## src/rtl/randomizer_pkg.sv

```systemverilog
// Shared constants and the single-step LFSR function for the parallel randomizer.
// The step function works on a 32-bit container so one body serves every LFSR width.
package randomizer_pkg;

    typedef logic [14:0] pn15_t;

    localparam pn15_t PN15_TAPS = 15'h0003;
    localparam pn15_t SEED_DVB  = 15'h4A80;

    // One serial step: feedback enters at bit width-1, so the returned top bit is the PN bit.
    function automatic logic [31:0] lfsr_step(input logic [31:0] state,
                                              input logic [31:0] taps,
                                              input int          width);
        logic fb;
        fb = ^(state & taps);
        return (state >> 1) | ({31'd0, fb} << (width - 1));
    endfunction

endpackage

```

## src/rtl/randomizer_par_lfsr_unroll.sv

```systemverilog
// Combinational DATA_W-step LFSR advance; pn[i] is the feedback bit of step i in time order.
module lfsr_unroll
    import randomizer_pkg::*;
#(
    parameter int                LFSR_W = 15,
    parameter logic [LFSR_W-1:0] TAPS   = LFSR_W'(PN15_TAPS),
    parameter int                DATA_W = 8
) (
    input  logic [LFSR_W-1:0] state_in,
    output logic [LFSR_W-1:0] state_out,
    output logic [DATA_W-1:0] pn
);

    logic [LFSR_W-1:0] step_state;

    always_comb begin
        step_state = state_in;
        pn         = '0;
        for (int i = 0; i < DATA_W; i++) begin
            step_state = LFSR_W'(lfsr_step(32'(step_state), 32'(TAPS), LFSR_W));
            pn[i]      = step_state[LFSR_W-1];
        end
        state_out = step_state;
    end

endmodule

```

## src/rtl/randomizer_par.sv

```systemverilog
// Parallel additive LFSR scrambler/descrambler with a one-entry valid/ready output register.
// Holds seed_reg, the running LFSR, the sticky lockup flag and the output beat.
module randomizer_par
    import randomizer_pkg::*;
#(
    parameter int                LFSR_W        = 15,
    parameter logic [LFSR_W-1:0] TAPS          = LFSR_W'(PN15_TAPS),
    parameter int                DATA_W        = 8,
    parameter logic [LFSR_W-1:0] SEED_RST      = LFSR_W'(SEED_DVB),
    parameter bit                RELOAD_ON_SOF = 1'b1
) (
    input  logic              clk,
    input  logic              reset,
    input  logic              seed_load,
    input  logic [LFSR_W-1:0] seed,
    input  logic              bypass,
    input  logic              in_valid,
    output logic              in_ready,
    input  logic              in_sof,
    input  logic [DATA_W-1:0] in_data,
    output logic              out_valid,
    input  logic              out_ready,
    output logic              out_sof,
    output logic [DATA_W-1:0] out_data,
    output logic              lockup
);

    logic [LFSR_W-1:0] lfsr;
    logic [LFSR_W-1:0] seed_reg;
    logic [LFSR_W-1:0] start_state;
    logic [LFSR_W-1:0] adv_state;
    logic [LFSR_W-1:0] lfsr_next;
    logic [DATA_W-1:0] pn;
    logic              accept;

    assign in_ready = !out_valid || out_ready;
    assign accept   = in_valid && in_ready;

    // A start-of-frame beat is scrambled from the seed, so every frame sees the same PN prefix.
    always_comb begin
        start_state = lfsr;
        if (RELOAD_ON_SOF && in_sof) begin
            start_state = seed_reg;
        end
    end

    lfsr_unroll #(
        .LFSR_W (LFSR_W),
        .TAPS   (TAPS),
        .DATA_W (DATA_W)
    ) u_unroll (
        .state_in  (start_state),
        .state_out (adv_state),
        .pn        (pn)
    );

    // A seed load wins over the advance, while the beat accepted alongside it still used the old state.
    always_comb begin
        lfsr_next = lfsr;
        if (seed_load) begin
            lfsr_next = seed;
        end else if (accept && !bypass) begin
            lfsr_next = adv_state;
        end
    end

    always_ff @(posedge clk or negedge reset) begin
        if (!reset) begin
            lfsr     <= SEED_RST;
            seed_reg <= SEED_RST;
            lockup   <= 1'b0;
        end else begin
            lfsr <= lfsr_next;
            if (seed_load) begin
                seed_reg <= seed;
                lockup   <= (seed == '0);
            end else if (lfsr_next == '0) begin
                lockup <= 1'b1;
            end
        end
    end

    always_ff @(posedge clk or negedge reset) begin
        if (!reset) begin
            out_valid <= 1'b0;
            out_sof   <= 1'b0;
            out_data  <= '0;
        end else if (accept) begin
            out_valid <= 1'b1;
            out_sof   <= in_sof;
            out_data  <= bypass ? in_data : (in_data ^ pn);
        end else if (out_ready) begin
            out_valid <= 1'b0;
        end
    end

endmodule

```

## config.mk

```make
export PLATFORM = sky130hd
export DESIGN_NAME = randomizer_par
export DESIGN_NICKNAME = d
export VERILOG_FILES = /design/src/rtl/randomizer_pkg.sv /design/src/rtl/randomizer_par_lfsr_unroll.sv /design/src/rtl/randomizer_par.sv
export SDC_FILE = /design/constraint.sdc
export NUM_CORES = 1
export LEC_CHECK = 0
export ABC_AREA = 1
export CAP_MARGIN = 20
export CORE_MARGIN = 2
export CORE_UTILIZATION = 47
export DETAILED_ROUTE_END_ITERATION = 12
export PLACE_DENSITY = 0.83
export SYNTH_ARGS = -nofsm -noshare
export SYNTH_HDL_FRONTEND = slang
export SYNTH_SLANG_ARGS = --single-unit
```

## constraint.sdc

```tcl
create_clock -name clk -period 1.3 [get_ports clk]
set_input_delay 0.26 -clock clk [delete_from_list [all_inputs] [get_ports clk]]
set_output_delay 0.26 -clock clk [all_outputs]
set_load 0.02 [all_outputs]
```

==> flow_metrics.env, run 1 <==
export IMPL_crit_path_end_kind="flip-flop"
export IMPL_clk_latency_ns=0.29
export IMPL_clock_sinks=41
export IMPL_h_tree_depth=2
export IMPL_total_power_mw=3.464
export IMPL_maxSlewViolCount=0
export IMPL_path_class="flip-flop to flip-flop"
export IMPL_hold_path_class="input port to asynchronous set/reset pin"
export IMPL_die_y_um=72.82
export IMPL_antenna_left=0
export IMPL_grt_pass1_wl_mm=9.673
export IMPL_fp_row_count=25
export IMPL_fin_cells=439
export IMPL_cap_violations=0
export IMPL_routedWlPerCell_um=14.91
export IMPL_avgViaCountPerCell=5.298
export IMPL_pwr_density_cell_nw_per_um2=1084
export IMPL_tightest_slew_ns=0.2538
export IMPL_yosysTopAreaCell="dfrtp_1"
export IMPL_grtUsageMet1_pct=28.74
export IMPL_numPortBuffers=41
export IMPL_fillers=345
export IMPL_syn_nets=341
export IMPL_clk_path_buf_depth=2
export IMPL_switching_share_pct=32.18
export IMPL_use_met2_pct=41.01
export IMPL_syn_area_um2=2226
export IMPL_critPathLaunchType="flip-flop"
export IMPL_diodes=0
export IMPL_dp_hpwl_mm=4.372
export IMPL_cts_clk_slew_worst_paths_ns=0.08
export IMPL_pwr_share_comb_pct=31.3
export IMPL_final_period_utilization_pct=119.9
export IMPL_ios=42
export IMPL_drive_above_1_share_pct=29.35
export IMPL_synth_top_area_share_pct=37.10
export IMPL_peakVddDrop_mv=0.4974
export IMPL_ys_warn_count=0
export IMPL_fp_coreArea_um2=4629
export IMPL_power_frac_seq_pct=44.0
export IMPL_antenna_found_initial=0
export IMPL_nets=414
export IMPL_vias=2326
export IMPL_die_width_um=72.82
export IMPL_grt_max_degree=42
export IMPL_fp_dieArea_um2=5303
export IMPL_ys_ff_latch=41
export IMPL_drt_iter0_drc=193
export IMPL_hold_violations=0
export IMPL_ys_types=19
export IMPL_remaining_drc_errors=0
export IMPL_outcome="finished, violations left"
export IMPL_violations="setup timing"
export IMPL_met3_usage_pct=4.696
export IMPL_globalRouteOverflowTotal=0
export IMPL_synth_seq_area_share_pct=46.54
export IMPL_power_leakage_nw=1.595
export IMPL_layout_setup_ws_ns=-0.2593
export IMPL_dpl_cell_count=422
export IMPL_clock_skew_ns=0.007162
export IMPL_slew_headroom_pct=82.90
export IMPL_post_dp_cell_area_um2=2877
export IMPL_setup_viol=3
export IMPL_rsz0062_at_grt="true"
export IMPL_finalCriticalPeriod_ns=1.559
export IMPL_p_int_mw=2.349
export IMPL_syn_to_final_growth_pct=43.62
export IMPL_start_util_pct=48.08
export IMPL_required_ns=1.52
export IMPL_power_switching_mw=1.115
export IMPL_post_route_cell_area_um2=3197
export IMPL_cp_max_fo=2
export IMPL_gp_congestion=0.9400
export IMPL_avgSynthCellArea_um2=7.157
export IMPL_grt_total_usage_pct=23.56
export IMPL_worstPathArrival_ns=1.78
export IMPL_wl_mm=6.546
export IMPL_grt_busiest_layer="met2"
export IMPL_numCtsBuffers=5
export IMPL_syn_inst=311
export IMPL_pwr_share_clk_pct=24.6
export IMPL_fmax_mhz=641.3
export IMPL_root_buffer="clkbuf_8"
export IMPL_fin_tns_setup_ns=-0.3332
export IMPL_grt_pass1_vias=2125
export IMPL_synth_top_cells_by_area="dfrtp_1 37%, nand2_1 23%, dfstp_2 9.4%, o21ai_0 6.5%, inv_1 5.7%"
export IMPL_cts_tree="built"
export IMPL_first_pass_iters=4
-- layer usage --
| metal | routed length [um] | vias up |
|---|---|---|
| met5 | 0 | - |
| met3 | 503 | 21 |
| met4 | 190 | 0 |
| met2 | 3348 | 142 |
| met1 | 2504 | 1049 |
| li1 | - | 1114 |
-- final cells by class --
type,instances,area [um^2],area share (%)
Clock buffer,8,90.09,2.818
Tap cell,54,67.56,2.114
Inverter,37,148.9,4.658
Timing Repair inverter,1,6.256,0.1957
Timing Repair Buffer,77,730.7,22.86
Multi-Input combinational cell,221,1116,34.91
Sequential cell,41,1037,32.45
-- through the flow --
step	util, %	hold WS (ns)	setup slack [ns]
detailed placement	62.14	0.2449	-0.7488
global route	69.05	0.5018	-0.3303
CTS	65.57	0.4829	-0.2000
finish	69.05	0.4723	-0.2593
global placement	62.14	0.2472	-0.7145
floorplan	-	-0.03559	-0.1464
-- final timing paths --
check	start	end	slack, ns	depth (start not counted)
setup / recovery	lfsr[7]$_DFF_PN1_	lockup$_DFFE_PN0P_	-0.26	12
hold / removal	reset	out_data[2]$_DFFE_PN0P_	0.47	3
setup reg to reg	lfsr[7]$_DFF_PN1_	lockup$_DFFE_PN0P_	-0.26	12
hold reg to reg	out_data[6]$_DFFE_PN0P_	out_data[6]$_DFFE_PN0P_	0.49	2
max in group asynchronous	reset	seed_reg[9]$_DFFE_PN1P_	0.56	3
min in group clk	in_sof	out_sof$_DFFE_PN0P_	0.48	3
-- cell usage in the layout (no fill, tap or decap), types with 2 or more instances in the layout --
cell type	count
xnor2_1	8
dfrtp_1	32
clkbuf_8	6
dlygate4sd2_1	14
buf_2	2
buf_6	6
a21oi_1	4
a21oi_2	11
nand2_1	116
buf_12	3
o21ai_1	9
nor2_2	3
inv_4	2
inv_1	23
o21ai_0	21
clkbuf_1	2
nand2_2	22
dfstp_2	8
nand3_1	12
nor2_1	6
inv_2	12
buf_4	26
nand3_2	4
clkdlybuf4s50_1	24
-- Yosys cell counts --
master	number
a21boi_1	1
a21oi_1	16
buf_2	3
buf_4	2
buf_6	3
clkbuf_1	4
dfrtp_1	33
dfstp_2	8
inv_1	34
inv_2	3
nand2_1	138
nand2_2	1
nand3_1	16
nand3_4	1
nor2_1	9
o21ai_0	29
o21ai_1	1
o21ai_2	1
xnor2_1	8
-- kinds of logic after synthesis --
group	Yosys count	synth area share [%]
flip-flops	41	46.54
AND/OR/NAND/NOR	165	29.46
buffers and inverters	49	9.780
XOR/XNOR	8	3.148
AO/OA/AOI/OAI	48	11.07
-- power groups by stage --
stage	Combinational, mW	Sequential (mW)	Clock [mW]
6_report	1.08	1.53	0.853
5_1_grt	1.18	1.54	0.914
4_1_cts	0.952	1.52	0.861
3_5_place_dp	0.951	1.54	0
3_3_place_gp	0.928	1.54	0
2_1_floorplan	0.439	1.60	0
-- critical path, cell delays in order, from the launching register on --
cell and delay, ns:
dfstp_2 0.55, inv_1 0.06, nand2_1 0.07, nand2_2 0.08, nand2_2 0.09, nand3_2 0.07, nand2_2 0.06, nand2_2 0.07
nor2_2 0.12, nand2_1 0.07, nor2_2 0.12, nand2_1 0.07, o21ai_2 0.05
-- repair_timing --
action / in CTS / in global routing
gates cloned: 1 / 1
setup buffers: 3 / 3
hold endpoints to repair: 33 / 0
endpoints found under the setup margin: 29 / 15
resized for setup: 38 / 57
pin swaps: 8 / 29
hold buffers: 1 / 0
(Power assumes the default switching activity.)
==> run 2: changes to the inputs <==
Settings changed: CORE_UTILIZATION 47 to 52, CTS_BUF_LIST set to sky130_fd_sc_hd__clkbuf_16, PLACE_DENSITY 0.83 to 0.87, SLEW_MARGIN set to 20.
Clock period 1.3 ns to 1.65 ns, I/O delays scaled along.
==> flow_metrics.env, run 2 (synthesis results as in run 1) <==
export IMPL_cts_clk_slew_worst_paths_ns=0.06
export IMPL_r2r_start="seed_reg[7]$_DFFE_PN1P_"
export IMPL_setup_viol=1
export IMPL_path_class="input port to flip-flop"
export IMPL_cts_tree="built"
export IMPL_seq_area_um2=1036
export IMPL_reg2reg_depth=10
export IMPL_gp_congestion=0.9600
export IMPL_mostFrequentLayoutCells="127 x nand2_1, 35 x clkdlybuf4s50_1, 34 x inv_1, 33 x dfrtp_1, 29 x o21ai_0"
export IMPL_pwr_share_clk_pct=38.0
export IMPL_worstPathArrival_ns=1.88
export IMPL_fp_dieArea_um2=4820
export IMPL_wl_mm=6.661
export IMPL_fp_row_count=23
export IMPL_nets=408
export IMPL_rrSetupSlack_ns=0.04
export IMPL_first_pass_iters=7
export IMPL_globalRouteOverflowTotal=0
export IMPL_h_tree_depth=2
export IMPL_routedWlPerCell_um=15.53
export IMPL_ios=42
export IMPL_vias=2339
export IMPL_drt_iter0_drc=300
export IMPL_maxSlewViolCount=0
export IMPL_diodes=0
export IMPL_switching_share_pct=27.94
export IMPL_layout_commonest_cell="nand2_1"
export IMPL_multi_input_area_um2=1076
export IMPL_dp_hpwl_mm=4.297
export IMPL_power_switching_mw=0.9224
export IMPL_root_buffer="clkbuf_16"
export IMPL_power_leakage_nw=1.619
export IMPL_cap_violations=0
export IMPL_required_ns=1.87
export IMPL_antenna_left=0
export IMPL_fin_cells=429
export IMPL_tightest_slew_ns=0.4884
export IMPL_power_frac_seq_pct=36.3
export IMPL_finalCriticalPeriod_ns=1.658
export IMPL_critPathLaunchType="input port"
export IMPL_final_period_utilization_pct=100.5
export IMPL_numPortBuffers=41
export IMPL_remaining_drc_errors=0
export IMPL_grt_pass1_vias=2155
export IMPL_pwr_density_cell_nw_per_um2=1027
export IMPL_pre_cts_ws_ns=-0.4306
export IMPL_drive_above_1_share_pct=20.32
export IMPL_avgViaCountPerCell=5.452
export IMPL_die_y_um=69.43
export IMPL_fmax_mhz=603.2
export IMPL_violations="setup timing"
export IMPL_p_int_mw=2.380
export IMPL_outcome="finished, violations left"
export IMPL_fin_tns_setup_ns=-0.007787
export IMPL_cp_max_fo=6
export IMPL_clk_latency_ns=0.28
export IMPL_antenna_found_initial=0
export IMPL_die_width_um=69.43
export IMPL_grt_max_degree=26
export IMPL_clk_path_buf_depth=2
export IMPL_grt_total_usage_pct=25.46
export IMPL_syn_to_final_growth_pct=44.41
export IMPL_dpl_cell_count=416
export IMPL_numCtsBuffers=5
export IMPL_peakVddDrop_mv=0.6154
export IMPL_layout_setup_ws_ns=-0.007787
export IMPL_hold_violations=0
export IMPL_clock_skew_ns=0.005315
export IMPL_grt_pass1_wl_mm=9.742
export IMPL_fp_coreArea_um2=4058
export IMPL_pwr_share_comb_pct=25.7
export IMPL_post_dp_cell_area_um2=2860
export IMPL_fillers=258
export IMPL_hold_path_class="input port to asynchronous set/reset pin"
export IMPL_crit_path_end_kind="flip-flop"
export IMPL_final_util_pct=79.22
export IMPL_r2r_end="lockup$_DFFE_PN0P_"
export IMPL_slew_headroom_pct=67.44
export IMPL_post_route_cell_area_um2=3214
export IMPL_start_util_pct=54.86
export IMPL_clock_sinks=41
[run 2: changes by cell type in the layout (fill, tap and decap cells not counted), sizes merged, moves of 2 or more]
| cell | delta |
|---|---|
| dlymetal6s2s | +3 |
| clkbuf | -4 |
| clkdlybuf4s50 | +11 |
| buf | -5 |
| dlygate4sd2 | -13 |
| bufinv | +2 |
[run 2: area by class of cell]
class                      count  share of cell area [%]
clock buffer                   5                   3.893
clock inverter                 3                   2.024
inverter                      37                   4.476
multi-input combinational    221                   33.48
sequential                    41                   32.23
tap                           50                   1.946
timing repair buffer          72                   21.95
[run 2: power by group through the flow]
stage | registers (mW) | clock network [mW] | logic (mW)
6_report | 1.20 | 1.26 | 0.850
2_1_floorplan | 1.26 | 0 | 0.343
3_3_place_gp | 1.21 | 0 | 0.731
5_1_grt | 1.21 | 1.32 | 0.916
4_1_cts | 1.20 | 1.26 | 0.759
3_5_place_dp | 1.21 | 0 | 0.748
[run 2: per-layer routing]
layer | track usage [%] | routed length [um] | part of all wire [%]
met1 | 30.55 | 2510 | 38
met2 | 43.70 | 3378 | 51
met3 | 6.250 | 558 | 8.4
met4 | 10.24 | 214 | 3.2
met5 | 0 | 0 | 0
[run 2: how the worst max path moves through the flow]
| stage | start | end | slack, ns |
|---|---|---|---|
| 2_1_floorplan | out_valid$_DFFE_PN0P_ | lockup$_DFFE_PN0P_ | 0.10 |
| 4_1_cts | out_ready | lockup$_DFFE_PN0P_ | 0.01 |
| 6_report | bypass | lockup$_DFFE_PN0P_ | -0.008 |
| 3_3_place_gp | in_sof | lockup$_DFFE_PN0P_ | -0.39 |
| 5_1_grt | bypass | lockup$_DFFE_PN0P_ | -0.11 |
| 3_5_place_dp | in_sof | lockup$_DFFE_PN0P_ | -0.43 |
[run 2: critical path, cell delays in order]
cell             delay, ns
clkdlybuf4s50_1       0.45
inv_2                 0.08
nand3_4               0.09
inv_4                 0.09
buf_6                 0.13
nand3_1               0.14
a21boi_2              0.21
nand2_1               0.09
nor2_1                0.12
nand2_1               0.09
o21ai_2               0.05
[run 2: timing repair]
item	4_1_cts	5_1_grt
pin swaps	0	19
setup buffers	0	5
hold buffers	0	0
gates resized for setup	4	34
gates cloned	0	0
setup endpoints to repair	10	3
[run 2: through the flow]
stage	hold slack, ns	power (mW)
after floorplan	0.03441	1.599
after global placement	0.3056	1.938
after detailed placement	0.3095	1.959
after CTS	0.01793	3.219
after global routing	0.03800	3.449
final	0.002934	3.302
==> run 3: changes to the inputs <==
Settings changed: ABC_CLOCK_PERIOD_IN_PS set to 1650, CTS_CLUSTER_SIZE set to 25.
==> results of run 3 <==
Same layout as run 2: the final DEF is identical, and so are final timing and power.
